**config.mk**
```make
export PLATFORM = sky130hd
export DESIGN_NAME = ks_adder_pipe
export DESIGN_NICKNAME = d
export VERILOG_FILES = /design/src/rtl/ks_adder_pipe.sv
export SDC_FILE = /design/constraint.sdc
export NUM_CORES = 1
export LEC_CHECK = 0
export CAP_MARGIN = 20
export CORE_ASPECT_RATIO = 1.25
export CORE_MARGIN = 3
export CORE_UTILIZATION = 60
export DETAILED_ROUTE_END_ITERATION = 10
export DONT_BUFFER_PORTS = 1
export MAX_ROUTING_LAYER = met4
export PLACE_DENSITY = 0.84
export SYNTH_ARGS = -nofsm -noshare
export SYNTH_HDL_FRONTEND = slang
export SYNTH_SLANG_ARGS = --single-unit
```
**constraint.sdc**
```tcl
create_clock -name clk -period 4.8 [get_ports clk]
set_clock_uncertainty 0.2 [all_clocks]
set_input_delay 0.72 -clock clk [delete_from_list [all_inputs] [get_ports clk]]
set_output_delay 0.72 -clock clk [all_outputs]
set_load 0.005 [all_outputs]
```
**src/rtl/ks_adder_pipe.sv**
```systemverilog
// Fully pipelined Kogge-Stone adder/subtractor with one prefix level per stage.
// Each stage has a valid/ready handshake and collapses bubbles when the output is stalled.
`timescale 1ns/1ps
module ks_adder_pipe #(
  parameter int WIDTH = 32
) (
  input  logic             clk,
  input  logic             rst_n,
  input  logic             in_valid,
  output logic             in_ready,
  input  logic [WIDTH-1:0] in_a,
  input  logic [WIDTH-1:0] in_b,
  input  logic             in_cin,
  input  logic             in_sub,
  output logic             out_valid,
  input  logic             out_ready,
  output logic [WIDTH-1:0] out_sum,
  output logic             out_cout,
  output logic             out_ovf
);

  localparam int LEVELS = $clog2(WIDTH);
  localparam int NSTG   = LEVELS + 2;
  localparam int OSTG   = NSTG - 1;

  logic [NSTG-1:0]  vld_q;
  logic [NSTG-1:0]  vld_d;
  logic [NSTG-1:0]  adv;

  logic [WIDTH-1:0] g_q    [0:LEVELS];
  logic [WIDTH-1:0] g_d    [0:LEVELS];
  logic [WIDTH-1:0] rawp_q [0:LEVELS];
  logic [WIDTH-1:0] rawp_d [0:LEVELS];
  logic             c0_q   [0:LEVELS];
  logic             c0_d   [0:LEVELS];
  logic [WIDTH-1:0] p_q    [0:LEVELS-1];
  logic [WIDTH-1:0] p_d    [0:LEVELS-1];

  logic [WIDTH-1:0] b_eff;
  logic             c0_in;
  logic [WIDTH-1:0] p_in;

  logic [WIDTH:0]   carry;
  logic [WIDTH-1:0] sum_d;
  logic             cout_d;
  logic             ovf_d;
  logic [WIDTH-1:0] sum_q;
  logic             cout_q;
  logic             ovf_q;

  // Stage 0: subtraction is A + ~B + 1, and the carry-in is folded into bit 0's generate.
  assign b_eff     = in_sub ? ~in_b : in_b;
  assign c0_in     = in_sub | in_cin;
  assign p_in      = in_a ^ b_eff;
  assign rawp_d[0] = p_in;
  assign p_d[0]    = p_in;
  assign c0_d[0]   = c0_in;
  assign g_d[0]    = (in_a & b_eff) | {{(WIDTH-1){1'b0}}, p_in[0] & c0_in};

  for (genvar k = 1; k <= LEVELS; k++) begin : g_level
    localparam int               SPAN = 1 << (k - 1);
    localparam logic [WIDTH-1:0] LOW  = ~({WIDTH{1'b1}} << SPAN);

    // Bits below SPAN have no partner at this level and pass straight through.
    assign g_d[k]    = g_q[k-1] | (p_q[k-1] & (g_q[k-1] << SPAN));
    assign rawp_d[k] = rawp_q[k-1];
    assign c0_d[k]   = c0_q[k-1];

    if (k < LEVELS) begin : g_prop
      assign p_d[k] = p_q[k-1] & ((p_q[k-1] << SPAN) | LOW);
    end
  end

  // After the last level G[i] is the carry out of bit i.
  assign carry  = {g_q[LEVELS], c0_q[LEVELS]};
  assign sum_d  = rawp_q[LEVELS] ^ carry[WIDTH-1:0];
  assign cout_d = carry[WIDTH];
  assign ovf_d  = carry[WIDTH] ^ carry[WIDTH-1];

  always_comb begin
    adv[OSTG] = out_ready | ~vld_q[OSTG];
    for (int k = OSTG - 1; k >= 0; k--) begin
      adv[k] = adv[k+1] | ~vld_q[k];
    end
  end

  assign vld_d    = {vld_q[NSTG-2:0], in_valid};
  assign in_ready = adv[0];

  always_ff @(posedge clk or negedge rst_n) begin
    if (!rst_n) begin
      vld_q  <= '0;
      sum_q  <= '0;
      cout_q <= 1'b0;
      ovf_q  <= 1'b0;
    end else begin
      vld_q <= (vld_d & adv) | (vld_q & ~adv);
      if (adv[OSTG]) begin
        sum_q  <= sum_d;
        cout_q <= cout_d;
        ovf_q  <= ovf_d;
      end
    end
  end

  for (genvar k = 0; k <= LEVELS; k++) begin : g_stage
    always_ff @(posedge clk) begin
      if (adv[k]) begin
        g_q[k]    <= g_d[k];
        rawp_q[k] <= rawp_d[k];
        c0_q[k]   <= c0_d[k];
      end
    end

    if (k < LEVELS) begin : g_preg
      always_ff @(posedge clk) begin
        if (adv[k]) begin
          p_q[k] <= p_d[k];
        end
      end
    end
  end

  assign out_valid = vld_q[OSTG];
  assign out_sum   = sum_q;
  assign out_cout  = cout_q;
  assign out_ovf   = ovf_q;

endmodule

```
==> results of run 1 <==
==> layer usage <==
metal / up-vias / GRT usage
met4: 0 / 0.0827
met3: 75 / 0.0293
met1: 3855 / 0.227
met5: - / -
met2: 277 / 0.311
li1: 3581 / -
==> kinds of logic after synthesis <==
group                    after synthesis
flip-flops                           529
AND/OR/NAND/NOR                      110
AO/OA/AOI/OAI                        135
multiplexers                          34
buffers and inverters                 10
XOR/XNOR                              65
adder cells (fa/ha/maj)               32
==> final cells by class <==
type | count | area [sq um]
Clock buffer | 48 | 1140
Clock inverter | 27 | 388
Fill cell | 1781 | 10000
Inverter | 1 | 3.75
Multi-Input combinational cell | 376 | 3210
Sequential cell | 529 | 15700
Tap cell | 407 | 509
Timing Repair Buffer | 8 | 135
==> worst paths after layout <==
| kind | startpoint | endpoint | slack, ns |
|---|---|---|---|
| max | flip-flop | in_ready | 1.44 |
| min | in_valid | flip-flop | 0.11 |
| max reg2reg | flip-flop | c0_q[0] | 2.07 |
| min reg2reg | rawp_q[1][8] | rawp_q[2][8] | 0.22 |
| max in group asynchronous | rst_n | out_sum[3] | 3.68 |
| min in group asynchronous | rst_n | asynchronous set/reset pin | 0.52 |
==> metrics by stage <==
stage | area, sq um | setup slack, ns | instances | power (W)
2_1_floorplan | 19000 | 0.284 | 915 | 0.00812
3_3_place_gp | 19400 | 1.77 | 1316 | 0.00855
3_5_place_dp | 19400 | 1.68 | 1316 | 0.00867
4_1_cts | 21000 | 1.39 | 1393 | 0.0125
5_1_grt | 21100 | 1.28 | 1396 | 0.0129
6_report | 21100 | 1.44 | 1396 | 0.0124
==> registers in the layout (all words and copies together) (netlist names), named ones only <==
register,flops
g_q,192
c0_q,6
out_cout,1
rawp_q,157
out_ovf,1
p_q,133
out_sum,32
==> where the power goes <==
part	switching (W)	leakage (nW)	internal [W]	total (W)
combinational	0.000540	2.17	0.000596	0.00114
clock	0.00149	0.738	0.00224	0.00374
sequential	0.000824	5.64	0.00672	0.00754
==> cell usage after synthesis (2+ instances only) <==
cell / count / area [sq um]
a31o_2: 2 / 17.5
mux2_4: 29 / 435
nand3_1: 2 / 10.0
xor2_1: 65 / 569
edfxtp_1: 488 / 14700
buf_2: 4 / 20.0
and2_1: 98 / 613
nand2_1: 3 / 11.3
a21o_1: 133 / 998
buf_12: 3 / 60.1
dfrtp_1: 41 / 1030
or2_2: 2 / 12.5
ha_1: 32 / 400
mux2_2: 5 / 56.3
==> what timing repair did <==
action | 4_1_cts | 5_1_grt
resized for setup | 0 | 0
endpoints found under the hold margin | 41 | 0
hold buffers | 2 | 0
==> impl_results.md, run 1 <==
* Worst setup SP type: flip-flop
* Crit. End Element: output port
* Critical path class: reg2out
* Initial core utilization at 0.610
* Routed metal-1 wirelength at 11600 um
* Largest net degree at the start of global routing at 96
* Uppermost routed layer: met4
* Synth Area in Compound Gates at 0.0536
* Highest attainable clock frequency at 0.297 GHz
* Commonest non-fill, non-tap cell in the layout: edfxtp_1
* Worst slew pin tran at 0.980 ns
* CP cell instances: and4b_1, nand3_4
* H-Tree Depth at 2
* CP arrival at 2.44 ns
* Die area at 0.0338 sq mm
* Setup TNS at 0 ns
* CP max FO at 66
* Gr ovfl total at 0
* Max Root-Sink Buffers at 3
* Layout cells sized above 1 at 0.118
* Worst hold margin at 0.106 ns
* Setup-failing EPs final at 0
* Die W at 165 um
* Post-synth EDFFs at 488
* CP required at 3.88 ns
* Row Count at 72
* Post-route DRC at 0
* Most frequent cells in the layout: 488 x edfxtp_1, 133 x a21o_1, 98 x and2_1, 65 x xor2_1, 45 x clkbuf_16
* Core area at 0.0311 sq mm
* Clk sinks at 529
* Hold/Removal Path Class: in2reg
* Max Cap Violations at 0
* Ports at 106
* DIE HEIGHT at 205 um
* Post-Syn Area at 0.0190 sq mm
* RSZ-0062 raised after global routing: false
* Max-slew violation count at 0
* Antenna diodes at 0
* Multiplexer share of the synthesized area at 0.0259
* PortBufs at 0
* Vias in the first global route at 8019
* VDD IR-drop max at 0.380 mV
* Tcrit/Tclk final at 0.701
* Delay-heaviest family, CP: simple AND/OR/NAND/NOR gates
* Hold path depth at 1
* Number of cells on the critical path at 2
* Routed wire length at 30000 um
* Detailed placement HPWL at 18400 um
* Post-CTS Setup Inserts at 0
* Final Critical Period at 3.36 ns
* Initial antenna violation count at 0
* Syn Nets at 1017
* Global-route wire length before repair at 45400 um
* CP max stage cell: nand3_4
* Vias per std cell at 5.58
* GR Util All Layers at 0.186
* Post-Synth Adder-Cell Area at 0.0211
* Synth-to-Final Area Change at 11.2%
* Routed len/inst at 21.5 um
* Synth Instances at 915
* Netlist cell types at 22
* Post-DRT Antenna Nets at 0
* CP peak stage delay at 0.79 ns
* Total CTS buffers at 44
* Final net count at 1062
* Static Leakage at 8.54 nW
* Path depth of the worst reg2reg path at 2
* GPL Wtd Cong at 0.817
* Post-layout util at 0.678
* Met2 WL at 15500 um
* CP bufs+invs at 0
* Total vias in the final route at 7788
* Fin. Hold Viols at 0
* Post-synth ARST share at 0.0775
* Clk pin slew, worst setup/hold paths at 0.06 ns
* First drt pass iteration count at 5
* Clk_lat worst skew at 0.53 ns
* Most used DFF post-synth: edfxtp_1
* Flops & latches, synth at 529
* 1st-iter DRT viols at 611
* Synthesis Warnings at 0
* Avg Cell Area, Syn at 20.7 sq um
* XOR/XNOR Fraction of Synth Area at 0.0300
* Power Dens Cells at 589 mW/mm^2
* Largest family of logic cells by synthesized area: compound AO/OA/AOI/OAI gates
* Outcome: finished, final reports clean
* CTS tree: yes
* Met3 WL at 1630 um
* Synth Area in Simple Gates at 0.0364
* Seq/Total Area, Yosys at 0.827
* Slew headroom at 0.347
* Clock root buffer master: clkbuf_16
(Power assumes the default switching activity.)
==> inputs of run 2 (changes only) <==
==> constraint.sdc (replaced) <==
create_clock -name clk -period 3.2 [get_ports clk]
set_clock_uncertainty 0.2 [all_clocks]
set_input_delay 0.48 -clock clk [delete_from_list [all_inputs] [get_ports clk]]
set_output_delay 0.48 -clock clk [all_outputs]
set_load 0.005 [all_outputs]
==> impl_results.md, run 2 (same netlist as run 1, synthesis figures left out) <==
* Outcome: finished, final reports clean
* Worst setup SP type: flip-flop
* Placed cells at 1332
* CP max stage cell: and4b_1
* GRT met3 Usage at 0.0281
* Final Critical Period at 2.68 ns
* Routed len/inst at 20.3 um
* Clk_lat worst skew at 0.54 ns
* # fillers at 1774
* H-Tree Depth at 2
* CP required at 2.52 ns
* Post-route DRC at 0
* Fin. Hold Viols at 0
* Met2 usage in global routing at 0.316
* Setup TNS at 0 ns
* 1st-iter DRT viols at 651
* Final Total Pwr at 0.0183 W
* Detailed placement HPWL at 19400 um
* CTS tree: yes
* Hold_sp: in_sub
* Setup WS post-layout at 0.521 ns
* Clk sinks at 529
* Pre-CTS WS at 0.688 ns
* Post-Layout Cell Count at 1449
* Clk pin slew, worst setup/hold paths at 0.06 ns
* Initial core utilization at 0.610
* Clock root buffer master: clkbuf_16
* Vias per std cell at 5.46
* Core area at 0.0311 sq mm
* Post-CTS Setup Inserts at 0
* Post-DRT Antenna Nets at 0
* Antenna diodes at 0
* RSZ-0062 raised after global routing: false
* CP peak stage delay at 0.63 ns
* Total CTS buffers at 44
* Final net count at 1110
* Power Dens Cells at 857 mW/mm^2
* VDD IR-drop max at 0.491 mV
* PortBufs at 0
* GPL Wtd Cong at 0.834
* Gr ovfl total at 0
* DIE HEIGHT at 205 um
* Ports at 106
* Max-slew violation count at 0
* GR Util All Layers at 0.184
* Tcrit/Tclk final at 0.837
* Slew headroom at 0.376
* FF+latch area at 0.0157 sq mm
* Max reg flops at 192
* Area of the multi-input gates at 0.00320 sq mm
* Initial antenna violation count at 0
* Worst slew pin tran at 0.934 ns
* Static Leakage at 8.70 nW
* Synth-to-Final Area Change at 13.0%
* Routed wire length at 29400 um
* First drt pass iteration count at 5
* Largest net degree at the start of global routing at 66
* Die W at 165 um
* CP max FO at 10
* Max Cap Violations at 0
* Vias in the first global route at 8221
* M1 GR Usage at 0.218
* Layout cells sized above 1 at 0.117
* Max Root-Sink Buffers at 3
* Row Count at 72
* Biggest regs: g_q: 192 flops, rawp_q: 157 flops, p_q: 133 flops
* Commonest non-fill, non-tap cell in the layout: edfxtp_1
* Busiest grt layer: met2
* Die area at 0.0338 sq mm
* Critical path class: reg2out
* Crit. End Element: output port
* CP arrival at 2.00 ns
* Setup-failing EPs final at 0
* Hold/Removal Path Class: in2reg
* Most frequent cells in the layout: 488 x edfxtp_1, 133 x a21o_1, 98 x and2_1, 65 x xor2_1, 45 x clkbuf_16
* Highest attainable clock frequency at 0.373 GHz
* Most flop-heavy register: g_q
* CP cell instances: and4b_1, nand3_2
* Total vias in the final route at 7916
* Global-route wire length before repair at 45300 um
run 2: path summary, 6_finish.rpt:
path                                         endpoint  depth (start not counted)  slack (ns)
setup / recovery                             in_ready                          2        0.52
hold / removal                              g_q[0][0]                          2        0.06
setup reg to reg                          p_q[0][128]                          3        0.70
hold reg to reg                         rawp_q[2][12]                          0        0.21
max in group asynchronous  asynchronous set/reset pin                          2        2.34
min in group asynchronous                 out_sum[17]                          2        0.26
run 2: stage by stage:
stage | area (sq um) | hold WS [ns] | util
2_1_floorplan | 19000 | -0.0156 | -
3_3_place_gp | 19600 | -0.0144 | 0.631
3_5_place_dp | 19600 | -0.0145 | 0.631
4_1_cts | 21400 | 0.0310 | 0.689
5_1_grt | 21400 | 0.0424 | 0.689
6_report | 21400 | 0.0622 | 0.689
run 2: worst max-delay path, delay by kind of cell (launching register included):
kind | cells | cell delay (ns)
flops | 1 | 0.46
simple gates | 2 | 1.00
run 2: layout make-up:
type | instances | area share
Tap cell | 407 | 0.0238
Inverter | 1 | 0.000175
Clock inverter | 21 | 0.0116
Sequential cell | 529 | 0.732
Multi-Input combinational cell | 376 | 0.150
Timing Repair Buffer | 56 | 0.0274
Clock buffer | 59 | 0.0551
run 2: per-layer routing:
layer / wire (um) / part of all wire
met5: 0 / 0
met4: 1030 / 0.035
met3: 1370 / 0.047
met2: 15300 / 0.52
met1: 11600 / 0.40
run 2: power by group:
| part | internal [W] | switching (W) | total (W) |
|---|---|---|---|
| Combinational | 0.000950 | 0.000805 | 0.00176 |
| Sequential | 0.0101 | 0.00121 | 0.0113 |
| Clock | 0.00308 | 0.00223 | 0.00531 |
run 2: what timing repair did:
item                                    in CTS  in global routing
gates resized for setup                      0                  0
endpoints found under the hold margin      106                  0
hold buffers                                37                  0
endpoints found under the setup margin       0                  0
